### src/rtl/uart_receiver_pkg.sv
// Shared definitions for the UART receive path: state encodings, LCR bit indices,
// pushed-word layout and the expected-parity helper.
package uart_receiver_pkg;

  localparam int unsigned RX_WORD_W = 11;

  localparam int unsigned UART_LC_PE = 3;
  localparam int unsigned UART_LC_EP = 4;
  localparam int unsigned UART_LC_SP = 5;

  localparam int unsigned RF_BI = 2;
  localparam int unsigned RF_PE = 1;
  localparam int unsigned RF_FE = 0;

  typedef enum logic [2:0] {
    StIdle     = 3'd0,
    StStart    = 3'd1,
    StData     = 3'd2,
    StParity   = 3'd3,
    StStop     = 3'd4,
    StWaitHigh = 3'd5
  } rx_state_e;

  // Expected parity bit for {EP,SP}; SP forces the bit to ~EP.
  function automatic logic exp_parity(input logic [7:0] data, input logic ep, input logic sp);
    if (sp) return ~ep;
    return ep ? ^data : ~^data;
  endfunction

endpackage

### src/rtl/uart_receiver_if.sv
// Receive-FIFO push bus: one-cycle strobe plus the 11-bit {data, bi, pe, fe} word.
interface uart_receiver_if;
  import uart_receiver_pkg::*;

  logic                 rf_push;
  logic [RX_WORD_W-1:0] rf_data;

  modport master (output rf_push, output rf_data);
  modport slave  (input  rf_push, input  rf_data);
endinterface

### src/rtl/uart_receiver_sync_bit.sv
// Multi-flop synchronizer for a single asynchronous input with a configurable reset value.
module uart_receiver_sync_bit #(
  parameter int unsigned SYNC_STAGES = 2,
  parameter logic        RST_VAL     = 1'b1
) (
  input  logic clk,
  input  logic wb_rst_i,
  input  logic d,
  output logic q
);

  logic [SYNC_STAGES-1:0] sync_q;

  always_ff @(posedge clk or posedge wb_rst_i) begin
    if (wb_rst_i) begin
      sync_q <= {SYNC_STAGES{RST_VAL}};
    end else begin
      sync_q <= {sync_q[SYNC_STAGES-2:0], d};
    end
  end

  assign q = sync_q[SYNC_STAGES-1];

endmodule

### src/rtl/uart_receiver.sv
// UART receive path: 16x-oversampled framing of 5-8 data bits with optional parity,
// flags parity/framing/break and pushes one word per character.
module uart_receiver #(
  parameter int unsigned SYNC_STAGES = 2,
  parameter int unsigned RX_WORD_W   = 11
) (
  input  logic                   clk,
  input  logic                   wb_rst_i,
  input  logic [7:0]             lcr,
  input  logic                   enable,
  input  logic                   srx_pad_i,
  input  logic                   stx_lb_i,
  input  logic                   loopback,
  input  logic                   rx_reset,
  uart_receiver_if.master        rf_if,
  output logic [2:0]             rstate,
  output logic                   rx_busy
);
  import uart_receiver_pkg::*;

  logic                 rx;
  rx_state_e            state_q, state_d;
  logic [3:0]           cnt_q, cnt_d;
  logic [2:0]           bit_cnt_q, bit_cnt_d;
  logic [7:0]           shreg_q, shreg_d;
  logic                 par_q, par_d;
  logic                 push_q, push_d;
  logic [RX_WORD_W-1:0] data_q, data_d;
  logic [7:0]           data_al;
  logic                 pe, fe, bi;
  logic                 unused_lcr;

  assign unused_lcr = ^{lcr[7:6], lcr[2]};

  uart_receiver_sync_bit #(
    .SYNC_STAGES (SYNC_STAGES),
    .RST_VAL     (1'b1)
  ) u_sync (
    .clk      (clk),
    .wb_rst_i (wb_rst_i),
    .d        (loopback ? stx_lb_i : srx_pad_i),
    .q        (rx)
  );

  // Bits enter at the MSB, so shift down to right-justify short characters.
  assign data_al = shreg_q >> (2'd3 - lcr[1:0]);
  assign fe      = ~rx;
  assign pe      = lcr[UART_LC_PE] &
                   (par_q != exp_parity(data_al, lcr[UART_LC_EP], lcr[UART_LC_SP]));
  assign bi      = (data_al == 8'h00) & ~(lcr[UART_LC_PE] & par_q) & ~rx;

  always_ff @(posedge clk or posedge wb_rst_i) begin
    if (wb_rst_i) begin
      state_q   <= StIdle;
      cnt_q     <= 4'd0;
      bit_cnt_q <= 3'd0;
      shreg_q   <= 8'h00;
      par_q     <= 1'b0;
      push_q    <= 1'b0;
      data_q    <= '0;
    end else begin
      state_q   <= state_d;
      cnt_q     <= cnt_d;
      bit_cnt_q <= bit_cnt_d;
      shreg_q   <= shreg_d;
      par_q     <= par_d;
      push_q    <= push_d;
      data_q    <= data_d;
    end
  end

  always_comb begin
    state_d   = state_q;
    cnt_d     = cnt_q;
    bit_cnt_d = bit_cnt_q;
    shreg_d   = shreg_q;
    par_d     = par_q;
    push_d    = 1'b0;
    data_d    = data_q;
    if (rx_reset) begin
      state_d   = StIdle;
      cnt_d     = 4'd0;
      bit_cnt_d = 3'd0;
    end else if (enable) begin
      case (state_q)
        StIdle: begin
          if (!rx) begin
            cnt_d   = 4'd7;
            state_d = StStart;
          end
        end
        StStart: begin
          if (cnt_q != 4'd0) begin
            cnt_d = cnt_q - 4'd1;
          end else if (rx) begin
            state_d = StIdle;
          end else begin
            cnt_d     = 4'd15;
            bit_cnt_d = 3'd4 + {1'b0, lcr[1:0]};
            shreg_d   = 8'h00;
            state_d   = StData;
          end
        end
        StData: begin
          if (cnt_q != 4'd0) begin
            cnt_d = cnt_q - 4'd1;
          end else begin
            shreg_d = {rx, shreg_q[7:1]};
            cnt_d   = 4'd15;
            if (bit_cnt_q == 3'd0) begin
              state_d = lcr[UART_LC_PE] ? StParity : StStop;
            end else begin
              bit_cnt_d = bit_cnt_q - 3'd1;
            end
          end
        end
        StParity: begin
          if (cnt_q != 4'd0) begin
            cnt_d = cnt_q - 4'd1;
          end else begin
            par_d   = rx;
            cnt_d   = 4'd15;
            state_d = StStop;
          end
        end
        StStop: begin
          if (cnt_q != 4'd0) begin
            cnt_d = cnt_q - 4'd1;
          end else begin
            data_d  = '0;
            data_d[RX_WORD_W-1:3] = data_al;
            data_d[RF_BI] = bi;
            data_d[RF_PE] = pe;
            data_d[RF_FE] = fe;
            push_d  = 1'b1;
            state_d = rx ? StIdle : StWaitHigh;
          end
        end
        StWaitHigh: begin
          if (rx) state_d = StIdle;
        end
        default: state_d = StIdle;
      endcase
    end
  end

  assign rf_if.rf_push = push_q;
  assign rf_if.rf_data = data_q;
  assign rstate        = state_q;
  assign rx_busy       = (state_q != StIdle);

endmodule

### src/flat_wrapper.sv
// flat-port wrapper written by rule: the top's interface ports become plain ports
module uart_receiver_flat import uart_receiver_pkg::*;
#(
  parameter int unsigned SYNC_STAGES = 2,
  parameter int unsigned RX_WORD_W   = 11
)
  (clk, wb_rst_i, lcr, enable, srx_pad_i, stx_lb_i, loopback, rx_reset, rstate, rx_busy, rf_if_rf_push, rf_if_rf_data);
  uart_receiver_if rf_if_i ();
  input  logic clk;
  input  logic wb_rst_i;
  input  logic [7:0] lcr;
  input  logic enable;
  input  logic srx_pad_i;
  input  logic stx_lb_i;
  input  logic loopback;
  input  logic rx_reset;
  output logic [2:0] rstate;
  output logic rx_busy;
  output wire logic [$bits(rf_if_i.rf_push)-1:0] rf_if_rf_push;
  output wire logic [$bits(rf_if_i.rf_data)-1:0] rf_if_rf_data;
  assign rf_if_rf_push = rf_if_i.rf_push;
  assign rf_if_rf_data = rf_if_i.rf_data;
  uart_receiver #(.SYNC_STAGES(SYNC_STAGES), .RX_WORD_W(RX_WORD_W)) u_core (.clk(clk), .wb_rst_i(wb_rst_i), .lcr(lcr), .enable(enable), .srx_pad_i(srx_pad_i), .stx_lb_i(stx_lb_i), .loopback(loopback), .rx_reset(rx_reset), .rf_if(rf_if_i), .rstate(rstate), .rx_busy(rx_busy));
endmodule
### config.mk
export PLATFORM = sky130hd
export DESIGN_NAME = uart_receiver_flat
export DESIGN_NICKNAME = d
export VERILOG_FILES = /design/src/rtl/uart_receiver_pkg.sv /design/src/rtl/uart_receiver_if.sv /design/src/rtl/uart_receiver_sync_bit.sv /design/src/rtl/uart_receiver.sv /design/src/flat_wrapper.sv
export SDC_FILE = /design/constraint.sdc
export NUM_CORES = 1
export LEC_CHECK = 0
export ABC_AREA = 1
export CAP_MARGIN = 25
export CORE_ASPECT_RATIO = 0.75
export CORE_MARGIN = 10
export CORE_UTILIZATION = 40
export CTS_BUF_LIST = sky130_fd_sc_hd__clkbuf_4
export CTS_CLUSTER_SIZE = 16
export DETAILED_ROUTE_END_ITERATION = 16
export PLACE_DENSITY = 0.67
export SLEW_MARGIN = 25
export SYNTH_ARGS = -nofsm -noshare
export SYNTH_HDL_FRONTEND = slang
export SYNTH_HIERARCHICAL = 1
export SYNTH_SLANG_ARGS = --single-unit
### constraint.sdc
create_clock -name clk -period 2.1 [get_ports clk]
set_input_delay 0.525 -clock clk [delete_from_list [all_inputs] [get_ports clk]]
set_output_delay 0.525 -clock clk [all_outputs]
set_load 0.05 [all_outputs]
==> results of run 1 <==
path summary, 6_finish.rpt:
kind / slack [ns] / from / to / cells past startpoint
setup / recovery: 0.07 / u_core/rf_if.rf_data[5] / rf_if_rf_data[5] / 1
max in group asynchronous: 1.22 / wb_rst_i / u_core/rf_if.rf_data[8] / 3
hold / removal: 0.36 / u_core/u_sync/sync_q[0] / u_core/u_sync/sync_q[1] / 0
hold reg to reg: 0.36 / u_core/u_sync/sync_q[0] / u_core/u_sync/sync_q[1] / 0
setup reg to reg: 0.20 / u_core/shreg_q[6] / u_core/rf_if.rf_data[1] / 12
min in group asynchronous: 0.54 / wb_rst_i / u_core/u_sync/sync_q[0] / 2
synthesized netlist by cell type, drive strengths merged:
library cell	number	area (µm²)
a21o	1	7.510
a21oi	4	23.77
a31oi	4	25.02
buf	7	68.81
clkinv	1	3.750
dfrtp	31	775.7
dfstp	2	52.55
ha	7	87.58
inv	37	141.4
mux2	1	11.26
mux2i	1	10.01
nand2	114	437.9
nand3	21	127.6
nand4	6	37.54
nor2	23	101.4
o21a	1	7.510
o21ai	32	224.0
o21bai	1	7.510
or2	2	12.51
xnor2	1	8.760
per-layer routing:
layer | wire [µm] | track usage [%] | vias up
met5 | 0 | 0 | -
met4 | 42 | 3.234 | 0
met3 | 338 | 4.321 | 4
met2 | 2020 | 17.37 | 43
met1 | 2421 | 14.85 | 877
li1 | - | - | 1042
flip-flops by register name, summed over array words and instances, names as in the netlist:
signal and count:
u_core/rf_if.rf_data 11, u_core/shreg_q 8, u_core/cnt_q 4, u_core/bit_cnt_q 3, u_core/rstate 3, u_core/u_sync/sync_q 2, u_core/par_q 1, u_core/rf_if.rf_push 1
where the power goes:
part	switching [µW]	internal [µW]
clock	214	121
combinational	791	437
sequential	118	749
total	1120	1310
per-stage QoR:
stage / worst slack (ns) / area (µm²) / std cells
floorplan: 0.1442 / 2172 / 297
global placement: -0.4223 / 2597 / 409
detailed placement: -0.4844 / 2597 / 409
CTS: 0.00006151 / 2659 / 418
global route: 0.0003721 / 2705 / 420
finish: 0.06866 / 2705 / 420
worst register-to-register path: stages, from the launching register on:
cell	delay, ns
dfrtp_1	0.43
or2_2	0.30
o21ai_0	0.10
o21a_1	0.18
ha_1	0.26
nand2_1	0.09
inv_1	0.04
nor2_1	0.07
nand2_1	0.05
nand2_1	0.09
nand3_1	0.07
nand3_1	0.08
nand2_1	0.05
cells by family after synthesis:
logic type	count (synthesis)	synth area share, %
buffers and inverters	45	9.850
XOR/XNOR	1	0.4033
flip-flops	33	38.13
AO/OA/AOI/OAI	43	13.59
AND/OR/NAND/NOR	166	33.01
adder cells (fa/ha/maj)	7	4.032
multiplexers	2	0.9792
final cells by class:
class,count,share of cell area (%)
clock buffers,5,1.388
clock inverters,3,0.4625
inverters,38,5.504
multi-input cells,219,42.65
flip-flops and latches,33,30.62
well taps,75,3.469
repair buffers,46,15.63
repair inverters,1,0.2775
timing repair:
item	CTS	global route
gates cloned	1	1
setup buffers	0	1
endpoints found under the setup margin	1	3
pin swaps	1	1
resized for setup	8	9
==> flow_metrics.py, run 1 <==
metrics = {
    "floorplanning": {
        "rows": 23,
        "initial_core_util_pct": 41.02,
        "dieHeight_um": 83.82,
        "die_w_um": 105.1,
        "core_mm2": 0.005295,
        "die_area_mm2": 0.008808,
        "ioPinCount": 31,
    },
    "worst_setup_path": {
        "critPathSlowestCell": "clkdlybuf4s50_1",
        "crit_chain": "clkdlybuf4s50_1",
        "worst_ep_required_time_ns": 1.57,
        "max_stage_delay_ns": 0.81,
        "critPathBufInv": 1,
        "worst_setup_path_end_kind": "output port",
        "arrival_ns": 1.51,
        "criticalPathCategory": "reg2out",
        "critPathTopFamily": "buffers and inverters",
        "start_kind": "flop",
        "crit_fanout": 2,
    },
    "timing": {
        "slew-limit-headroom_pct": 66.05,
        "holdWs_ns": 0.3609,
        "layout_min_cycle_time_ns": 2.031,
        "slew_viol_final": 0,
        "max_slew.worst_pin.slew_ns": 0.5085,
        "hold_viol_final": 0,
        "max_freq_mhz": 492.3,
        "finalSetupTns_ns": 0,
        "rsz0062_at_grt": "false",
        "finalSetupViolCount": 0,
        "skew_ns": 0.004711,
        "period_share_pct": 96.73,
    },
    "routing": {
        "drt_iter0_markers": 104,
        "drt-total-wl_um": 4823,
        "via_per_inst": 4.681,
        "drc": 0,
        "vias": 1966,
        "drtPass1Iterations": 4,
        "postRouteAntennaNets": 0,
        "post_drt_wl_per_cell_um": 11.48,
    },
    "cts": {
        "cts.clk_slew.worst_paths_ns": 0.10,
        "cts_root_buf": "clkbuf_4",
        "cts_buffers": 5,
        "cts_tree": "yes",
        "cts_hold_buffers": 0,
        "clock_sinks": 33,
        "clk_latency_ns": 0.33,
        "clockBufferDepth": 2,
        "ctsHtreeMaxLevel": 2,
    },
    "power": {
        "power_uw": 2429,
        "total_leakage_power_uw": 0.001389,
        "peakVddDrop_mv": 0.6115,
        "p_per_area_mw_per_mm2": 898.0,
    },
    "place": {
        "place.gp.congestion": 0.8992,
        "dp_hpwl_um": 3725,
        "io_buffers": 27,
    },
    "global_routing": {
        "grt_pass1_vias": 1955,
        "grt_use_total_pct": 11.48,
        "antenna_found_initial": 0,
        "grt_pass1_wl_um": 8604,
        "grt_max_degree": 32,
        "grt_overflow": 0,
    },
    "synthesis": {
        "syn-num-nets": 319,
        "synth_area_mm2": 0.002172,
        "yosysUniqueCellTypes": 31,
        "yosysWarnings": 6,
        "synth_seq_area_share_pct": 38.13,
        "synth_cells": 297,
        "synth_area_per_cell_um2": 7.313,
        "ys_ff_latch": 33,
    },
    "final_layout": {
        "nFillCells": 536,
        "final_common_cell": "nand2_1",
        "diodes": 0,
        "multi_input_area_mm2": 0.001154,
        "layout_common_cells": "110 x nand2_1, 33 x inv_1, 31 x dfrtp_1",
        "area_growth_pct": 24.54,
        "drive_gt1_share_pct": 21.74,
        "fin_nets": 366,
        "final_core_util_pct": 51.09,
        "final-seq-area_um2": 828.3,
    },
    "job": {
        "max_cap_viol_count": 0,
    },
    "outcome": {
        "status": "finished, final reports clean",
    },
    "hold_path": {
        "holdCritPathClass": "reg2reg",
    },
}
Note: power is estimated with default switching activity, not from simulation.
==> run 2, diff against run 1 <==
CORE_MARGIN = 2   (was 10)
PLACE_DENSITY = default   (was 0.67)
clock period = 2.5 ns   (was 2.1 ns; I/O delays follow)
==> flow_metrics.py, run 2 (synthesized netlist as in run 1, its figures left out) <==
metrics = {
    "outcome": {
        "status": "finished, final reports clean",
    },
    "power": {
        "p_per_area_mw_per_mm2": 765.1,
        "peakVddDrop_mv": 0.2832,
        "total_leakage_power_uw": 0.001351,
    },
    "global_routing": {
        "grt_util_met3_pct": 4.343,
        "antenna_found_initial": 0,
        "grtUsageMet1_pct": 25.73,
        "grt_use_total_pct": 17.37,
        "grt_max_degree": 32,
        "busiest_layer": "met1",
        "grt_pass1_wl_um": 8231,
        "met2_usage_pct": 25.37,
        "grt_overflow": 0,
        "grt_pass1_vias": 1820,
    },
    "final_layout": {
        "final_common_cell": "nand2_1",
        "drive_gt1_share_pct": 19.71,
        "nFillCells": 567,
        "largest_reg_flops": 11,
        "final_core_util_pct": 50.50,
        "area_growth_pct": 23.10,
        "layout_common_cells": "110 x nand2_1, 33 x inv_1, 31 x dfrtp_1",
        "diodes": 0,
        "fin_nets": 366,
    },
    "routing": {
        "drt-total-wl_um": 4572,
        "drtPass1Iterations": 4,
        "post_drt_wl_per_cell_um": 10.89,
        "vias": 1962,
        "via_per_inst": 4.671,
        "drt_iter0_markers": 107,
        "drc": 0,
        "postRouteAntennaNets": 0,
    },
    "worst_setup_path": {
        "r2r_end": "u_core/rf_if.rf_data[1]",
        "ff2ff_setup_slack_ns": 0.49,
        "crit_fanout": 9,
        "worst_setup_path_end_kind": "flop",
        "arrival_ns": 2.51,
        "criticalPathCategory": "in2reg",
        "r2r_cells": 13,
        "reg2reg_from": "u_core/shreg_q[6]",
        "crit_path_start": "lcr[1]",
        "start_kind": "input port",
        "worst_ep_required_time_ns": 2.73,
        "endpoint": "u_core/rf_if.rf_data[1]",
    },
    "job": {
        "max_cap_viol_count": 0,
    },
    "place": {
        "dp_slack_ns": -0.2410,
        "dp_hpwl_um": 3563,
        "place.gp.congestion": 0.8419,
        "io_buffers": 27,
    },
    "timing": {
        "skew_ns": 0.01177,
        "finalSetupViolCount": 0,
        "rsz0062_at_grt": "false",
        "max_freq_mhz": 437.6,
        "setup_ws_ns": 0.2147,
        "slew_viol_final": 0,
        "finalSetupTns_ns": 0,
        "period_share_pct": 91.41,
        "max_slew.worst_pin.slew_ns": 0.5192,
        "hold_viol_final": 0,
        "layout_min_cycle_time_ns": 2.285,
        "slew-limit-headroom_pct": 65.28,
    },
    "floorplanning": {
        "die_w_um": 89.09,
        "ioPinCount": 31,
        "dieHeight_um": 67.82,
        "initial_core_util_pct": 41.02,
        "die_area_mm2": 0.006042,
        "core_mm2": 0.005295,
        "rows": 23,
    },
    "cts": {
        "clock_sinks": 33,
        "cts_root_buf": "clkbuf_4",
        "cts_hold_buffers": 0,
        "cts_tree": "yes",
        "ctsHtreeMaxLevel": 2,
        "cts.clk_slew.worst_paths_ns": 0.10,
        "clk_latency_ns": 0.33,
        "cts_buffers": 5,
        "clockBufferDepth": 2,
    },
    "hold_path": {
        "holdCritPathClass": "reg2reg",
    },
}
## run 2: changes by cell type in the layout (fill, tap and decap cells not counted), sizes merged
cell           delta
clkinvlp          -2
clkbuf            +2
buf               -2
dlygate4sd2       -1
clkinv            -1
dlymetal6s2s      -2
clkdlybuf4s50     +6
## run 2: how the worst min path moves through the flow
stage	from	end	slack, ns	cells after the start
after global placement	u_core/u_sync/sync_q[0]	u_core/u_sync/sync_q[1]	0.35	0
final	u_core/u_sync/sync_q[0]	u_core/u_sync/sync_q[1]	0.36	0
after floorplan	u_core/u_sync/sync_q[0]	u_core/u_sync/sync_q[1]	0.35	0
after detailed placement	u_core/u_sync/sync_q[0]	u_core/u_sync/sync_q[1]	0.35	0
after CTS	u_core/u_sync/sync_q[0]	u_core/u_sync/sync_q[1]	0.36	0
after global routing	u_core/u_sync/sync_q[0]	u_core/u_sync/sync_q[1]	0.37	0
## run 2: critical path, stage by stage
cell and delay [ns]:
clkdlybuf4s50_1 0.49, clkinv_1 0.21, o21ai_0 0.31, ha_1 0.31, nand2_1 0.10, inv_1 0.04, nor2_1 0.10, nand2_1 0.06
nand2_1 0.08, nand3_1 0.07, nand3_1 0.08, nand2_1 0.05
## run 2: power breakdown
group / internal, µW / total, µW / switching, µW
combinational: 356 / 1040 / 684
clock: 130 / 309 / 179
sequential: 629 / 696 / 66.5
total: 1120 / 2050 / 930
## run 2: per-layer routing
layer | up-vias | routed length [µm]
met3 | 5 | 232
met2 | 45 | 1786
li1 | 1042 | -
met5 | - | 0
met4 | 0 | 44
met1 | 870 | 2509
## run 2: area by class of cell
type                    count  area (µm²)  share of cell area (%)
repair buffers             47       420.4                   15.72
flip-flops and latches     33       828.3                   30.98
inverters                  38       145.1                   5.428
multi-input cells         219        1130                   42.26
well taps                  75       93.84                   3.510
clock buffers               7       52.55                   1.965
clock inverters             1       3.754                  0.1404
## run 2: stage by stage
step / power [µW] / instances / hold WS, ns / cell area (µm²)
after detailed placement: 1748 / 412 / 0.3470 / 2615
after global routing: 2246 / 420 / 0.3715 / 2674
after global placement: 1734 / 412 / 0.3455 / 2615
final: 2046 / 420 / 0.3605 / 2674
after CTS: 2073 / 420 / 0.3630 / 2671
after floorplan: 1479 / 297 / 0.3452 / 2172
## run 2: timing repair
item / 4_1_cts / 5_1_grt
buffers inserted: 0 / 0
gates resized for setup: 0 / 3
endpoints found under the setup margin: 0 / 1
==> run 3, diff against run 2 <==
ABC_CLOCK_PERIOD_IN_PS = 2500   (was default)
CORE_MARGIN = default   (was 2)
==> flow_metrics.py, run 3 (synthesized netlist as in run 1, its figures left out) <==
metrics = {
    "routing": {
        "postRouteAntennaNets": 0,
        "drtPass1Iterations": 4,
        "drt_iter0_markers": 77,
        "via_per_inst": 4.622,
        "drt-total-wl_um": 4462,
        "post_drt_wl_per_cell_um": 10.75,
        "vias": 1918,
        "drc": 0,
    },
    "place": {
        "place.gp.congestion": 0.8073,
        "io_buffers": 27,
        "dpl-instance-area_mm2": 0.002596,
        "dp_hpwl_um": 3489,
    },
    "timing": {
        "hold_viol_final": 0,
        "rsz0062_at_grt": "false",
        "finalSetupViolCount": 0,
        "period_share_pct": 96.13,
        "max_freq_mhz": 416.1,
        "max_slew.worst_pin.slew_ns": 0.5036,
        "finalSetupTns_ns": 0,
        "slew_viol_final": 0,
        "skew_ns": 0.01791,
        "layout_min_cycle_time_ns": 2.403,
        "slew-limit-headroom_pct": 66.32,
    },
    "worst_setup_path": {
        "start_kind": "flop",
        "crit_fanout": 12,
        "critPathTopFamily": "buffers and inverters",
        "worst-path-stages": 1,
        "arrival_ns": 1.78,
        "max_stage_delay_ns": 0.88,
        "r2r_cells": 13,
        "critPathBufInv": 1,
        "ff2ff_setup_slack_ns": 0.46,
        "worst_ep_required_time_ns": 1.88,
        "critPathSlowestCell": "clkdlybuf4s50_1",
        "worst_setup_path_end_kind": "output port",
        "crit_chain": "clkdlybuf4s50_1",
        "criticalPathCategory": "reg2out",
    },
    "cts": {
        "cts_tree": "yes",
        "clockBufferDepth": 2,
        "clk_latency_ns": 0.33,
        "cts.clk_slew.worst_paths_ns": 0.09,
        "ctsHtreeMaxLevel": 2,
        "clock_sinks": 33,
        "cts_buffers": 5,
        "cts_setup_buffers": 0,
        "cts_root_buf": "clkbuf_4",
    },
    "final_layout": {
        "diodes": 0,
        "nFillCells": 517,
        "largest_reg_flops": 11,
        "drive_gt1_share_pct": 19.53,
        "layout_common_cells": "110 x nand2_1, 33 x inv_1, 31 x dfrtp_1",
        "stdcell_area_mm2": 0.002654,
        "fin_nets": 364,
        "area_growth_pct": 22.18,
        "final_common_cell": "nand2_1",
    },
    "global_routing": {
        "grt_overflow": 0,
        "antenna_found_initial": 0,
        "grt_pass1_vias": 1682,
        "grt_max_degree": 32,
        "grt_pass1_wl_um": 7893,
        "grt_use_total_pct": 17.69,
    },
    "floorplanning": {
        "initial_core_util_pct": 42.89,
        "dieHeight_um": 65.82,
        "core_mm2": 0.005065,
        "ioPinCount": 31,
        "die_w_um": 87.09,
        "die_area_mm2": 0.005732,
        "rows": 22,
    },
    "power": {
        "peakVddDrop_mv": 0.3844,
        "p_per_area_mw_per_mm2": 759.0,
        "total_leakage_power_uw": 0.001343,
    },
    "hold_path": {
        "whs_path_depth": 0,
        "holdCritPathClass": "reg2reg",
    },
    "job": {
        "max_cap_viol_count": 0,
    },
    "outcome": {
        "status": "finished, final reports clean",
    },
}
[run 3: cell types whose count changed in the layout (fill, tap and decap cells not counted)]
cell	delta
o21ai_0	+1
clkbuf_4	-1
clkinv_2	+2
o21ai_1	-1
buf_4	-2
clkinv_1	-1
[run 3: where the power goes]
part           internal, µW  switching, µW
logic                   340            653
registers               629           99.3
clock network           118            175
total                  1090            927
[run 3: layer usage]
layer  track usage [%]  vias up  routed length, µm
met3             4.245        2                184
met5                 0        -                  0
li1                  -     1041                  -
met2             23.52       37               1648
met1             27.87      838               2604
met4             4.713        0                 25
[run 3: path summary, 6_finish.rpt]
check,start,endpoint
worst max-delay path,u_core/rstate[0],rstate[0]
worst min-delay path,u_core/u_sync/sync_q[0],u_core/u_sync/sync_q[1]
worst max register to register,u_core/shreg_q[6],u_core/rf_if.rf_data[1]
worst min register to register,u_core/u_sync/sync_q[0],u_core/u_sync/sync_q[1]
max in group asynchronous,wb_rst_i,u_core/cnt_q[3]
min in group asynchronous,wb_rst_i,u_core/u_sync/sync_q[0]
[run 3: area by class of cell]
class                      instances  area (µm²)  share of cell area, %
sequential                        33       828.3                  31.21
tap                               72       90.09                  3.395
multi-input combinational        219        1130                  42.57
timing repair buffer              45       405.4                  15.28
clock buffer                       6       45.04                  1.697
inverter                          38       145.1                  5.469
clock inverter                     2       10.01                 0.3772
[run 3: what timing repair did]
action | CTS | global route
gates resized for setup | 0 | 2
hold buffers | 0 | 0
endpoints found under the setup margin | 0 | 1
[run 3: per-stage QoR]
step           total power (µW)  worst slack [ns]  util, %  hold slack, ns  std cells
6_report                   2014           0.09666    52.40          0.3634        415
4_1_cts                    2033           0.07022    52.35          0.3665        415
5_1_grt                    2190          0.003718    52.40          0.3683        415
3_3_place_gp               1715           -0.2256    51.26          0.3460        407
3_5_place_dp               1731           -0.2879    51.26          0.3515        407
2_1_floorplan              1479            0.4442        -          0.3452        297
==> RTL change 1 (flow settings as in run 2) <==
`SYNC_STAGES` is set to 2 in 3 places; all go to 4.
--- a/src/rtl/uart_receiver_sync_bit.sv
+++ b/src/rtl/uart_receiver_sync_bit.sv
@@ -1,6 +1,6 @@
 // Multi-flop synchronizer for a single asynchronous input with a configurable reset value.
 module uart_receiver_sync_bit #(
-  parameter int unsigned SYNC_STAGES = 2,
+  parameter int unsigned SYNC_STAGES = 4,
   parameter logic        RST_VAL     = 1'b1
 ) (
   input  logic clk,
--- a/src/rtl/uart_receiver.sv
+++ b/src/rtl/uart_receiver.sv
@@ -1,7 +1,7 @@
 // UART receive path: 16x-oversampled framing of 5-8 data bits with optional parity,
 // flags parity/framing/break and pushes one word per character.
 module uart_receiver #(
-  parameter int unsigned SYNC_STAGES = 2,
+  parameter int unsigned SYNC_STAGES = 4,
   parameter int unsigned RX_WORD_W   = 11
 ) (
   input  logic                   clk,
--- a/src/flat_wrapper.sv
+++ b/src/flat_wrapper.sv
@@ -1,7 +1,7 @@
 // flat-port wrapper written by rule: the top's interface ports become plain ports
 module uart_receiver_flat import uart_receiver_pkg::*;
 #(
-  parameter int unsigned SYNC_STAGES = 2,
+  parameter int unsigned SYNC_STAGES = 4,
   parameter int unsigned RX_WORD_W   = 11
 )
   (clk, wb_rst_i, lcr, enable, srx_pad_i, stx_lb_i, loopback, rx_reset, rstate, rx_busy, rf_if_rf_push, rf_if_rf_data);
Formal check against the unedited RTL: not equivalent (a bounded check fails within 4 cycles, from zero or initial values and one cycle with wb_rst_i high).
==> RTL change 1 against run 2 <==
Cell area rose by 0.75%; non-clock buffer count fell by 4; synthesized area rose by 2.4%; sequential cell count rose by 2; sequential power rose by 6.6%; critical path depth fell by 11; final cell count fell by 0.48%; power rose by 0.78%; worst setup slack got worse by 83 ps; sequential share of layout area rose by 1.7 points; routed wire length fell by 0.17%.
==> RTL change 1: results (changes against run 2) <==
placed_design:
  dp_cells: 410  # -0.49%
  dpl.hpwl_mm: 3.470  # -2.6%
  postPlaceCellArea_um2: 2638  # +0.86%
  gp_congestion: 0.8565  # +1.7%
  detailedPlace.worstSlack_ps: -314.7  # -73.68 ps
outcome:
  run_status: "complete, no violations"
final_layout:
  buffers: 43  # -8.5%
  drive_gt1_frac: 0.1924  # -0.004682
  clock_area_frac: 0.01997  # -0.001085
  clkbuf_count: 6  # -1
  regArea_um2: 880.8  # +6.3%
  layout.nonclk_buf_frac: 0.1449  # -0.01232
  fin_nets: 364  # -0.55%
  multi_input_area_share: 0.4194  # -0.003140
  stdcell_count: 418  # -0.48%
  fin_area_um2: 2694  # +0.75%
timing:
  worst_pin_slew_ps: 498.3  # -20.91 ps
  fin_skew_ps: 6.108  # -5.662 ps
yosys:
  seq_area_frac_synth: 0.3960  # +0.01461
  synth_area_leaders: "dfrtp_1, nand2_1, o21ai_2"
  postSynthRegisterBits: 35  # +6.1%
  syn_nets: 321  # +0.63%
  synth_mux_area_frac: 0.009561  # -0.0002313
  synthXorXnorAreaFrac: 0.003937  # -0.00009525
  syn_inst: 299  # +0.67%
  synth_adder_area_share: 0.03937  # -0.0009525
worst_setup_path:
  crit_fanout: 8  # -1
  critPathArrivalTime_ps: 1740  # -770 ps
  cpPeakStageDelay_ps: 860  # +370 ps
power_and_ir_drop:
  power_clock_uw: 315  # +2%
  p_sw_frac: 0.4535  # -0.001262
  intPower_mw: 1.127  # +1.0%
  p_leak_nw: 1.353  # about the same
  ir_drop_v: 0.0003949  # +39%
grt:
  grt_pass1_vias: 1846  # +1.4%
  grt_pass1_wl_mm: 8.280  # +0.60%
  grt_use_total: 0.1688  # -0.004906
  grt_max_degree: 32  # unchanged
  grt_use_met1: 0.2320  # -0.02532
  gr-usage-met3: 0.04022  # -0.003208
  grt_util_met2: 0.2688  # +0.01509
routing:
  drtAntennaViolNets: 0  # unchanged
  viasPerCell: 4.574  # -2.1%
cts:
  cts.repair.resized: 0  # unchanged
## RTL change 1: cell types whose count changed after synthesis
cell and delta:
dfstp_2 +2
## RTL change 1: layer usage
layer | up-vias | share of wire
met5 | - | 0
met4 | 0 | 0.010
met3 | 4 | 0.039
met2 | 27 | 0.42
met1 | 838 | 0.54
li1 | 1043 | -
## RTL change 1: final timing paths
check	depth (start not counted)	endpoint	slack (ps)	start
worst max-delay path	1	rstate[1]	130	u_core/rstate[1]
worst min-delay path	0	u_core/u_sync/sync_q[1]	360	u_core/u_sync/sync_q[0]
worst max register to register	13	u_core/rf_if.rf_data[1]	490	u_core/shreg_q[6]
worst min register to register	0	u_core/u_sync/sync_q[1]	360	u_core/u_sync/sync_q[0]
max in group asynchronous	3	u_core/rf_if.rf_data[3]	1540	wb_rst_i
min in group asynchronous	2	u_core/u_sync/sync_q[0]	670	wb_rst_i
==> RTL change 2 (config.mk and constraints of run 2) <==
Without the edit above. `shreg_q` and `data_q` no longer have a reset.
--- a/src/rtl/uart_receiver.sv
+++ b/src/rtl/uart_receiver.sv
@@ -54,19 +54,20 @@
       state_q   <= StIdle;
       cnt_q     <= 4'd0;
       bit_cnt_q <= 3'd0;
-      shreg_q   <= 8'h00;
       par_q     <= 1'b0;
       push_q    <= 1'b0;
-      data_q    <= '0;
     end else begin
       state_q   <= state_d;
       cnt_q     <= cnt_d;
       bit_cnt_q <= bit_cnt_d;
-      shreg_q   <= shreg_d;
       par_q     <= par_d;
       push_q    <= push_d;
-      data_q    <= data_d;
     end
+  end
+
+  always_ff @(posedge clk) begin
+    shreg_q <= shreg_d;
+    data_q  <= data_d;
   end
 
   always_comb begin
Formal check against the unedited RTL: same outputs for any inputs over 10 cycles, from zero or initial values and one cycle with wb_rst_i high; that may be too few to reach the edited logic, so the function may still have changed.
==> RTL change 2 against run 2 <==
The flow now finishes with violations (design-rule violations); utilization up 1.2 points; power down 5.9%; count of clock-buffer cells in the layout down 2; clock power down 6%; worst hold slack better by 3.2 ps; global-route usage down 1.7 points; non-clock buffer count down 6; routed wire length down 14%; sequential cell count unchanged; synthesized area down 7.6%; worst setup slack worse by 110 ps; cell area down 5.8%; largest cell class is now flip-flops and latches; largest power group unchanged.
==> RTL change 2: results (changes against run 2) <==
yosys:
  synth_mux_area_frac: 0.005611  # -0.004182
  synthArstFlopShare: 0.4242  # -0.5758
  synth_adder_area_share: 0.04364  # +0.003318
  synth_area_leaders: "edfxtp_1, dfrtp_1, nand2_1"
  synthFlopType: "edfxtp_1"
  synth.distinct_cells: 27  # -13%
  synth_edf_count: 19  # +19
  synth_common_cells: "nand2_1, inv_1, nor2_1"
final_layout:
  clkbuf_count: 5  # -2
  nMultiInputCombCells: 176  # -20%
  fin_nets: 327  # -11%
  buffers: 41  # -13%
routing:
  first_pass_iters: 10  # +6
  drc_errors: 2  # +2
grt:
  grt_pass1_wl_mm: 6.851  # -17%
  grt_max_degree: 13  # -59%
placed_design:
  gp_congestion: 0.8388  # -0.37%
  dpl.hpwl_mm: 3.001  # -16%
  detailedPlace.worstSlack_ps: -334.0  # -93.01 ps
timing:
  worst_pin_slew_ps: 519.6  # +0.3629 ps
worst_setup_path:
  r2r-start: "u_core/shreg_q[4]"
  critPathCapture: "rstate[0]"
  cpPeakStageDelay_ps: 870  # +380 ps
outcome:
  violations: "design-rule violations"
  run_status: "complete, but fails checks"
[RTL change 2: per-stage QoR]
stage	hold slack (ps)	utilization
floorplan	345.2	-
global placement	345.7	0.5003
detailed placement	349.3	0.5003
CTS	372.0	0.5105
global route	371.4	0.5172
finish	363.7	0.5172
[RTL change 2: cell families after synthesis]
| group | count (synthesis) |
|---|---|
| flip-flops | 33 |
| XOR/XNOR | 2 |
| multiplexers | 1 |
| AND/OR/NAND/NOR | 137 |
| AO/OA/AOI/OAI | 29 |
| buffers and inverters | 52 |
| adder cells (fa/ha/maj) | 7 |
[RTL change 2: timing repair]
item                       4_1_cts  5_1_grt
setup endpoints to repair        0        1
setup buffers                    0        1
resized for setup                0       14
[RTL change 2: routing by layer]
layer,vias up,track usage,routed length (um)
met5,-,0,0
met4,0,0.05357,52
met3,5,0.03894,211
met2,39,0.2070,1507
met1,730,0.2446,2158
li1,908,-,-
